File: src/rtl/pcm_agc.sv
// pcm_agc: peak-driven automatic gain control for the vocal PCM path.
// Three register stages: multiply, shift/saturate, output + gain update.
//
// state   | meaning
// --------+--------------------------------------------------------------
// RELEASE | hold expired; gain creeps up per sample unless gated by noise
// ATTACK  | last output was too hot; gain was just reduced
// HOLD    | counting down valid samples before release may start
module pcm_agc #(
    parameter int TARGET       = 16384,
    parameter int NOISE_FLOOR  = 256,
    parameter int HOLD_SAMPLES = 1600,
    parameter int ATTACK_SHIFT = 4,
    parameter int RELEASE_STEP = 1,
    parameter int GAIN_MIN     = 64,
    parameter int GAIN_MAX     = 2048
) (
    input  logic        clk,
    input  logic        reset,
    input  logic [15:0] x_in,
    input  logic        x_in_valid,
    input  logic        bypass,
    input  logic        clip_clear,
    output logic [15:0] y_out,
    output logic        y_out_valid,
    output logic [11:0] gain,
    output logic        clipped,
    output logic [1:0]  agc_state
);

    typedef enum logic [1:0] {
        ST_RELEASE = 2'd0,
        ST_ATTACK  = 2'd1,
        ST_HOLD    = 2'd2
    } agc_state_t;

    localparam logic [16:0] TARGET_W   = 17'(TARGET);
    localparam logic [16:0] NOISE_W    = 17'(NOISE_FLOOR);
    // Reload value is clamped to what the 11-bit counter can hold.
    localparam logic [10:0] HOLD_W     = (HOLD_SAMPLES > 2047) ? 11'd2047 : 11'(HOLD_SAMPLES);
    localparam logic [12:0] GMIN_W     = 13'(GAIN_MIN);
    localparam logic [12:0] GMAX_W     = 13'(GAIN_MAX);
    localparam logic [12:0] RSTEP_W    = 13'(RELEASE_STEP);
    localparam logic [11:0] GAIN_UNITY = 12'd256;

    agc_state_t        state_r, state_nx;
    logic [11:0]       gain_r, gain_nx;
    logic [10:0]       cnt_r, cnt_nx;

    logic [16:0]       x_abs;
    logic signed [28:0] prod;

    logic signed [28:0] p_s1;
    logic               nf_s1;
    logic               v_s1;

    logic signed [20:0] q;
    logic               sat_c;
    logic [15:0]        y_c;

    logic [15:0]        y_s2;
    logic               sat_s2;
    logic               nf_s2;
    logic               v_s2;

    logic [16:0]        y_abs;
    logic               hot;
    logic [12:0]        gain_ext;
    logic [12:0]        atk_step;
    logic [12:0]        gain_atk;
    logic [12:0]        gain_rel;

    // Stage-1 arithmetic: magnitude for the noise gate and the Q4.8 product.
    always_comb begin
        x_abs = x_in[15] ? (17'd0 - {1'b1, x_in}) : {1'b0, x_in};
        prod  = 29'($signed(x_in)) * 29'($signed({1'b0, gain_r}));
    end

    // Stage 1: capture product and noise flag on each valid input.
    always_ff @(posedge clk or posedge reset) begin
        if (reset) begin
            p_s1  <= '0;
            nf_s1 <= 1'b0;
            v_s1  <= 1'b0;
        end else begin
            v_s1 <= x_in_valid;
            if (x_in_valid) begin
                p_s1  <= prod;
                nf_s1 <= (x_abs < NOISE_W);
            end
        end
    end

    // Drop the 8 fractional bits (floor) and clamp to 16-bit range.
    always_comb begin
        q     = p_s1[28:8];
        sat_c = (q > 21'sd32767) || (q < -21'sd32768);
        if (sat_c) begin
            y_c = q[20] ? 16'h8000 : 16'h7fff;
        end else begin
            y_c = q[15:0];
        end
    end

    // Stage 1b: register the saturated sample and its side flags.
    always_ff @(posedge clk or posedge reset) begin
        if (reset) begin
            y_s2   <= '0;
            sat_s2 <= 1'b0;
            nf_s2  <= 1'b0;
            v_s2   <= 1'b0;
        end else begin
            v_s2 <= v_s1;
            if (v_s1) begin
                y_s2   <= y_c;
                sat_s2 <= sat_c;
                nf_s2  <= nf_s1;
            end
        end
    end

    // Candidate gains for attack (proportional step, at least 1) and release.
    always_comb begin
        y_abs    = y_s2[15] ? (17'd0 - {1'b1, y_s2}) : {1'b0, y_s2};
        hot      = sat_s2 || (y_abs > TARGET_W);
        gain_ext = {1'b0, gain_r};
        atk_step = {1'b0, gain_r >> ATTACK_SHIFT};
        if (atk_step == 13'd0) begin
            atk_step = 13'd1;
        end
        if (gain_ext >= GMIN_W + atk_step) begin
            gain_atk = gain_ext - atk_step;
        end else begin
            gain_atk = GMIN_W;
        end
        gain_rel = gain_ext + RSTEP_W;
        if (gain_rel > GMAX_W) begin
            gain_rel = GMAX_W;
        end
    end

    // Next-state and gain decision, evaluated only when a sample leaves stage 1b.
    always_comb begin
        state_nx = state_r;
        gain_nx  = gain_r;
        cnt_nx   = cnt_r;
        if (v_s2) begin
            if (bypass) begin
                state_nx = ST_HOLD;
                gain_nx  = GAIN_UNITY;
                cnt_nx   = HOLD_W;
            end else if (hot) begin
                state_nx = ST_ATTACK;
                gain_nx  = gain_atk[11:0];
                cnt_nx   = HOLD_W;
            end else if (cnt_r != 11'd0) begin
                state_nx = ST_HOLD;
                cnt_nx   = cnt_r - 11'd1;
            end else if (nf_s2) begin
                state_nx = ST_RELEASE;
            end else begin
                state_nx = ST_RELEASE;
                gain_nx  = gain_rel[11:0];
            end
        end
    end

    // AGC state register.
    always_ff @(posedge clk or posedge reset) begin
        if (reset) begin
            state_r <= ST_HOLD;
            gain_r  <= GAIN_UNITY;
            cnt_r   <= HOLD_W;
        end else begin
            state_r <= state_nx;
            gain_r  <= gain_nx;
            cnt_r   <= cnt_nx;
        end
    end

    // Output register and sticky clip flag; a new clip wins over a clear.
    always_ff @(posedge clk or posedge reset) begin
        if (reset) begin
            y_out       <= '0;
            y_out_valid <= 1'b0;
            clipped     <= 1'b0;
        end else begin
            y_out_valid <= v_s2;
            if (v_s2) begin
                y_out <= y_s2;
            end
            if (v_s2 && sat_s2) begin
                clipped <= 1'b1;
            end else if (clip_clear) begin
                clipped <= 1'b0;
            end
        end
    end

    assign gain      = gain_r;
    assign agc_state = state_r;

endmodule
File: config.mk
export PLATFORM = sky130hd
export DESIGN_NAME = pcm_agc
export DESIGN_NICKNAME = d
export VERILOG_FILES = /design/src/rtl/pcm_agc.sv
export SDC_FILE = /design/constraint.sdc
export NUM_CORES = 1
export LEC_CHECK = 0
export ABC_AREA = 1
export BUFFER_PORTS_ARGS = -buffer_cell sky130_fd_sc_hd__buf_2
export CORE_MARGIN = 2
export CORE_UTILIZATION = 30
export CTS_CLUSTER_DIAMETER = 60
export DETAILED_ROUTE_END_ITERATION = 8
export MAX_ROUTING_LAYER = met4
export SYNTH_ARGS = -nofsm -noshare
export SYNTH_HDL_FRONTEND = slang
export SYNTH_SLANG_ARGS = --single-unit
File: constraint.sdc
create_clock -name clk -period 9.85 [get_ports clk]
set_input_delay 1.4775 -clock clk [delete_from_list [all_inputs] [get_ports clk]]
set_output_delay 1.4775 -clock clk [all_outputs]
set_load 0.02 [all_outputs]
=== Word level (Yosys, flattened, before mapping) ===
Cells that the tools add are included.

* Flip-flop bits (word level): 93
* Input port bits: 21
* Word-level logic and storage cells: 56

* Add/sub/neg operators: 6
* Multiply operators: 1
* Magnitude comparators: 6
* Equal/unequal tests: 2
* Muxes and demuxes: 19
* Reduce and logical (&&, ||, !) cells: 9

{| class="wikitable"
|+ Operator list
! operator !! number
|-
| $mux W12 || 6
|-
| $mux W17 || 2
|-
| $sub A1 B17 Y17 const A || 2
|-
| $mux W11 || 3
|-
| $mux W16 || 2
|-
| $mul A16 B13 Y29 || 1
|-
| $gt A21 B16 Y1 const B || 1
|-
| $lt A21 B16 Y1 const B || 1
|-
| $gt A17 B15 Y1 const B || 1
|-
| $lt A17 B9 Y1 const B || 1
|-
| $add A12 B1 Y13 const B || 1
|-
| $add A7 B13 Y13 const A || 1
|-
| $ge A12 B13 Y1 || 1
|-
| $gt A13 B12 Y1 const B || 1
|-
| $logic_not A12 Y1 || 1
|-
| $sub A12 B8 Y12 || 1
|-
| $reduce_bool A11 Y1 || 1
|-
| $sub A11 B1 Y11 const B || 1
|-
| $mux W8 || 1
|-
| $mux W2 || 3
|-
| $ne A3 B2 Y1 const B || 1
|-
| $ne A3 B3 Y1 const B || 1
|-
| $reduce_and A3 Y1 || 1
|-
| $reduce_bool A3 Y1 || 1
|-
| 5 further kinds || 7
|}

=== Depth between registers and ports, before layout ===
Gate-level depths: netlist of run 1.

* Depth in word-level cells: 7
* Depth in mapped cells: 24
* Depth with buffers taken out: 22

=== Worst setup path after synthesis of run 1 ===
OpenSTA, ideal clock, no wires.

* Path kind: input-to-reg
* Start point: input x_in[15]
* End point: register p_s1[28]
* Arrival: 6.682 ns
* Path slack: 3.050 ns
* Stages: 22
* Path buffers: 2
* Cells stage by stage: clkbuf_1 > clkbuf_1 > nand2_1 > inv_1 > fa_1 > fa_1 > inv_1 > fa_1 > inv_1 > fa_1 > inv_1 > fa_1 > inv_1 > ha_1 > a21oi_1 > o21ai_0 > a21oi_1 > o221a_2 > nand2_1 > or2_2 > nand3_1 > nand2_1

* Word-level cells in the longest chain between the ends: 1

{| class="wikitable"
|+ Ends and longest elaborated chain
! what !! line !! RTL
|-
| from (decl) || 20 || <nowiki>input logic [15:0] x_in,</nowiki>
|-
| $mul A16 B13 Y29 || 76 || <nowiki>prod = 29'($signed(x_in)) * 29'($signed({1'b0, gain_r}));</nowiki>
|-
| to (signal assigned) || 88 || <nowiki>p_s1 <= prod;</nowiki>
|-
| to (decl) || 53 || <nowiki>logic signed [28:0] p_s1;</nowiki>
|}

Every way passes these cells.
A chain may end at the register's enable or synchronous reset.

=== Final worst setup path of run 1 ===
Ends and elaborated chain as after synthesis.

==> run summary, run 1 <==
Clk pin slew, worst setup/hold paths: 60 ps
Final Net Count: 2063
Synthesized instance count: 1778
Worst slew pin tran: 1072 ps
Area contributors post-synth: fa_1 27%, dfrtp_1 15%, nand2_1 14%
Unique cell type count in the Yosys netlist: 46
R2R Setup Slk: 4060 ps
Pins Over Slew Limit: 0
Max_slew headroom: 28.55%
Max H-tree Level: 3
Reg-to-reg startpoint: gain[8]$_DFFE_PP1P_
Rows: 76
Die height: 211.9 um
Fin cells: 2375
Util after Layout: 32.76%
Dpl hpwl: 26090 um
Setup CP Type: input port to flip-flop
Core area: 0.04289 mm2
Vias in the first global route: 11.27k
Final worst slack: 3290 ps
CP startpoint: x_in[15]
Placed cells: 2359
Gpl congestion: 0.8900
Pin count of the biggest net entering global routing: 86
Area of the multi-input gates: 0.008853 mm2
# hold bufs at CTS: 0
Via Count: 10.90k
Minimum clock period after layout: 6560 ps
Synth-to-layout area growth: 8.336%
Final hold violation count: 0
Syn_nets: 2056
Crit path arrival time: 6790 ps
Seq cells post-synth: 85
Antenna-violating nets left: 0
Tot GR Track Use: 16.08%
RSZ-0062 raised after global routing: false
Asr flop ratio synth: 100.0%
Setup violators final: 0
Synth top cells by count: 493 x nand2_1, 433 x inv_1, 178 x fa_1
Die width: 211.9 um
Seq/Total Area, Yosys: 16.45%
Clk_skew: 15.76 ps
Crit path max fanout: 18
Root Buffer: clkbuf_16
DRT Pass-1 Iters: 5
Top Ports: 53
Register Area: 0.002133 mm2
DP Worst Slack: 2876 ps
Syn_area_per_cell: 7.294 um2
Status: complete, no violations
Share of cells above drive strength 1: 7.989%
Worst setup endpoint: p_s1[28]$_DFFE_PP0P_
Global-route wire length before repair: 56290 um
# diodes: 0
CTS sink cnt: 85
Synth Flop Type: dfrtp_1
Post_cts resized: 0
TritonCTS clock tree: built
Post-synth top area cell: fa_1
Yosys warns: 0
Max Fclk: 0.1524 GHz
Setup Buffers After CTS: 0
Worst skew pair latency: 350 ps
Clock tree buffer depth: 2
Via density: 4.588
Setup TNS: 0 ps
DRC viols: 0
Average wire per standard cell: 13.90 um
Initial standard-cell utilization of the core: 30.24%
Post-synthesis cell area: 0.01297 mm2
CTS buffer count: 9
Worst hold path type: flip-flop to flip-flop
Worst endpoint required time: 10080 ps
Reg2reg end: p_s1[28]$_DFFE_PP0P_
Part of the cycle the worst path needs: 66.60%
Port Buffers: 52
Initial antenna violation count: 0
Synth top area share: 27.48%
Cells on worst reg2reg path: 18
DR iter-0 viols: 657
WL final: 33020 um
CP Launch Type: input port
Max-cap violations: 0
Top-count cell post-synth: nand2_1
Critical Path End Type: flip-flop
Post-synth EDFFs: 0
Layout fillers: 4602
Die ar.: 0.04491 mm2
Congestion Overflow GR: 0
logic make-up (layout without fill, tap and decap cells):
| family | after synthesis | count (layout) | synth area share, % |
|---|---|---|---|
| and+or+nand+nor | 750 | 750 | 24.75 |
| DFF | 85 | 85 | 16.45 |
| buffers and inverters | 514 | 526 | 15.28 |
| adders and majority gates | 257 | 257 | 35.10 |
| xor gates and xnor gates | 28 | 28 | 1.891 |
| AOI/OAI and AO/OA | 144 | 144 | 6.532 |
per-layer routing:
layer | up-vias | track usage, % | routed length, um
met5 | - | - | 0
met4 | 0 | 2.987 | 368
met3 | 28 | 1.483 | 1486
met2 | 253 | 26.65 | 15770
met1 | 5306 | 21.58 | 15390
li1 | 5310 | - | -
placed cells by master, fill, tap and decap left out, types with 15 or more instances in the layout:
cell,instances
o21ai_0,53
nand3_1,96
a22oi_1,15
xor2_1,16
nand2_1,493
nand4_1,25
inv_1,432
fa_1,178
buf_2,52
nor2_1,78
ha_1,79
a21oi_1,41
dfrtp_1,80
how the worst min path moves through the flow:
stage / from / endpoint / slack, ps / depth (start not counted)
3_3_place_gp: agc_state[1]$_DFFE_PP1P_ / agc_state[1]$_DFFE_PP1P_ / 450 / 2
4_1_cts: agc_state[1]$_DFFE_PP1P_ / agc_state[1]$_DFFE_PP1P_ / 470 / 2
3_5_place_dp: agc_state[1]$_DFFE_PP1P_ / agc_state[1]$_DFFE_PP1P_ / 460 / 2
5_1_grt: cnt_r[9]$_DFFE_PP1P_ / cnt_r[9]$_DFFE_PP1P_ / 500 / 2
2_1_floorplan: v_s2$_DFF_PP0_ / y_out_valid$_DFF_PP0_ / 350 / 0
6_report: agc_state[1]$_DFFE_PP1P_ / agc_state[1]$_DFFE_PP1P_ / 460 / 2
layout make-up:
cell class	instances	share of cell area, %
clock buffer	9	1.603
clock inverter	7	0.5700
inverter	446	11.92
multi-input combinational	1179	63.02
sequential	85	15.18
tap	585	5.210
timing repair buffer	64	2.494
critical path, stage by stage:
cell and delay, ps:
buf_2 270, nand2_1 110, inv_1 170, fa_1 500, fa_1 730, inv_1 230
fa_1 580, inv_1 50, fa_1 470, inv_1 50, fa_1 520, inv_1 40
ha_1 340, a21oi_1 190, o21ai_0 150, a21oi_1 240, o221a_2 230, nand2_1 50
or2_2 260, nand3_1 70, nand2_1 60
stage by stage:
step           hold slack (ps)  instance area (um2)
2_1_floorplan            351.9                12970
3_3_place_gp             453.4                13740
3_5_place_dp             455.4                13740
6_report                 463.4                14050
5_1_grt                  497.8                14050
4_1_cts                  466.6                14050
flip-flops by register name, indices dropped and copies added, names as in the netlist:
| name | flops |
|---|---|
| cnt_r | 11 |
| gain | 12 |
| sat_s2 | 1 |
| v_s1 | 1 |
| y_s2 | 16 |
| agc_state | 2 |
| v_s2 | 1 |
| clipped | 1 |
| nf_s2 | 1 |
| nf_s1 | 1 |
| p_s1 | 21 |
| y_out | 16 |
| y_out_valid | 1 |
Power of run 1 is not shown: default switching activity piles up to over one toggle a cycle in this logic, so the estimate is an artifact.
==> inputs of run 2 (changes only) <==
- ABC_AREA: 1 -> 0
- clock period: 9.85 -> 6.7 ns (I/O delays scaled with it)
==> run summary, run 2 <==
Max Fclk: 0.1592 GHz
Top-count cell post-synth: inv_1
Max H-tree Level: 3 (unchanged)
RSZ-0062 raised after global routing: false
Worst hold path type: flip-flop to flip-flop
Worst skew pair latency: 350 ps (about the same)
Core area: 0.03955 mm2 (-7.8%)
Placement Cell Area: 0.01280 mm2 (-6.9%)
Setup violators final: 0 (unchanged)
Util after Layout: 33.27% (+0.51 points)
Setup TNS: 0 ps (unchanged)
Setup CP Type: input port to flip-flop
Post-Synth XOR/XNOR Area: 3.080% (+1.2 points)
Crit path max-delay cell type: fa_1
Critical Path End Type: flip-flop
Worst stage delay on the critical path: 550 ps (-180 ps)
DR iter-0 viols: 407 (-38%)
Via density: 4.790 (+4.4%)
Mux cell area share after synthesis: 3.814% (+3.8 points)
Synth top area share: 29.84% (+2.4 points)
Post-layout instance area: 0.01316 mm2 (-6.3%)
Adder-cell share of the synthesized area: 38.11% (+3.0 points)
Port Buffers: 52 (unchanged)
Synth-to-layout area growth: 10.17%
Asr flop ratio synth: 100.0% (unchanged)
Top Ports: 53 (unchanged)
Final hold violation count: 0 (unchanged)
Status: complete, no violations
CTS sink cnt: 85 (unchanged)
Worst slew pin tran: 1227 ps (+155.1 ps)
Max-cap violations: 0 (unchanged)
Post_cts resized: 0 (unchanged)
Synth Flop Type: dfrtp_1
Pin count of the biggest net entering global routing: 80 (-7.0%)
Crit-path cells: buf_2 > and2_1 > fa_1 > inv_1 > fa_1 > inv_1 > fa_1 > inv_1 > fa_1 > fa_1 > inv_1 > ha_1 > nor4_1 > o21ai_0 > a221oi_1 > buf_4 > o31ai_1 > buf_4 > a21oi_1 > nor2_1 > a41oi_1 > xnor2_1 > mux2_2
Cells on worst reg2reg path: 22 (+4)
Top reg by flops: p_s1
Congestion Overflow GR: 0 (unchanged)
Seq cells post-synth: 85 (unchanged)
Clk_skew: 5.892 ps (-9.868 ps)
DRC viols: 0 (unchanged)
Main combinational cell family by area after synthesis: adder cells
Die ar.: 0.04142 mm2 (-7.8%)
Die width: 203.5 um (-4.0%)
Area contributors post-synth: fa_1 30%, dfrtp_1 17%, inv_1 9.3%
Final worst slack: 418.6 ps (-2871 ps)
Post-synth top area cell: fa_1
Minimum clock period after layout: 6281 ps
Die height: 203.5 um (-4.0%)
# hold bufs at CTS: 0 (unchanged)
Initial antenna violation count: 2 (+2)
Share of cells above drive strength 1: 10.74% (+2.8 points)
TritonCTS clock tree: built
Root Buffer: clkbuf_16
Pins Over Slew Limit: 0 (unchanged)
Max_slew headroom: 18.21% (-10 points)
Global-route wire length before repair: 48820 um (-13%)
CP Launch Type: input port
DRT Pass-1 Iters: 5 (unchanged)
Crit path max fanout: 13 (-5)
Antenna-violating nets left: 0 (unchanged)
Seq/Total Area, Yosys: 17.86% (+1.4 points)
Setup Buffers After CTS: 0 (unchanged)
Most frequent CP cell: fa_1
Dpl hpwl: 22510 um (-14%)
WL final: 28430 um (-14%)
Initial standard-cell utilization of the core: 30.20% (-0.043 points)
Biggest regs: p_s1 (21), y_out (16), y_s2 (16)
Post-synth EDFFs: 0 (unchanged)
Syn_nets: 1607 (-22%)
Syn_area_per_cell: 8.986 um2 (+23%)
Unique cell type count in the Yosys netlist: 72 (+57%)
CTS buffer count: 9 (unchanged)
Max reg flops: 21 (unchanged)
Clock tree buffer depth: 2 (unchanged)
Final Net Count: 1632 (-21%)
Layout fillers: 4144 (-10%)
Complex-gate fraction of the synthesized area: 10.06% (+3.5 points)
Post-synthesis cell area: 0.01194 mm2 (-7.9%)
Average wire per standard cell: 15.08 um (+8.5%)
Synthesized instance count: 1329 (-25%)
Tot GR Track Use: 15.09% (-0.99 points)
Part of the cycle the worst path needs: 93.75%
Crit path arrival time: 6520 ps (-270 ps)
Post-synthesis simple-gate area fraction: 15.58% (-9.2 points)
Most common cell after layout, fill and taps aside: inv_1
DP Worst Slack: 116.8 ps (-2759 ps)
Worst hold stages: 1 (-1)
Clk pin slew, worst setup/hold paths: 60 ps (about the same)
Most frequent cells in the layout: 294 x inv_1, 178 x fa_1, 122 x nand2_1
Worst endpoint required time: 6940 ps (-3140 ps)
Via Count: 9030 (-17%)
Rows: 73 (-3.9%)
Synth top cells by count: 295 x inv_1, 178 x fa_1, 122 x nand2_1
Vias in the first global route: 9617 (-15%)
Gpl congestion: 0.8836 (-0.72%)
Yosys warns: 0 (unchanged)
run 2: final cells by class:
| type | instances | area [um2] | area share [%] |
|---|---|---|---|
| antenna | 1 | 2.502 | 0.01902 |
| clock inverter | 4 | 120.1 | 0.9129 |
| timing repair buffer | 79 | 462.9 | 3.518 |
| clock buffer | 12 | 236.5 | 1.797 |
| sequential | 85 | 2133 | 16.21 |
| inverter | 295 | 1109 | 8.425 |
| multi-input combinational | 884 | 8437 | 64.12 |
| tap | 525 | 656.9 | 4.992 |
run 2: kinds of logic after synthesis:
| group | after synthesis |
|---|---|
| muxes | 41 |
| DFF | 85 |
| buffers and inverters | 360 |
| AOI/OAI and AO/OA | 182 |
| xor gates and xnor gates | 42 |
| adders and majority gates | 257 |
| and+or+nand+nor | 362 |
run 2: layer usage:
| metal | up-vias | wire [um] | GRT usage (%) |
|---|---|---|---|
| met5 | - | 0 | - |
| li1 | 4215 | - | - |
| met1 | 4600 | 13100 | 19.50 |
| met2 | 182 | 13930 | 25.45 |
| met3 | 33 | 988 | 1.854 |
| met4 | 0 | 410 | 3.206 |
run 2: worst paths after layout:
check / from / slack, ps / to
min in group asynchronous: reset / 530 / gain[0]$_DFFE_PP0P_
max: x_in[7] / 420 / p_s1[26]$_DFFE_PP0P_
max in group asynchronous: reset / 4960 / cnt_r[8]$_DFFE_PP0P_
min: agc_state[0]$_DFFE_PP0P_ / 500 / agc_state[0]$_DFFE_PP0P_
max reg2reg: gain[3]$_DFFE_PP0P_ / 530 / p_s1[26]$_DFFE_PP0P_
min reg2reg: agc_state[0]$_DFFE_PP0P_ / 500 / agc_state[0]$_DFFE_PP0P_
run 2: worst max-delay path, delay by kind of cell:
family          cells  cell delay (ps)
compound gates      5             1040
xor+xnor            1               90
fa+ha+maj           6             2740
buf+inv             7              730
mux                 1              260
simple gates        3              620
run 2: per-stage QoR:
stage,std cells,hold WS (ps)
global route,1885,514.6
global placement,1868,485.5
detailed placement,1868,485.1
CTS,1884,499.8
floorplan,1329,351.9
finish,1885,498.1
Power of run 2 is left out for the same reason.
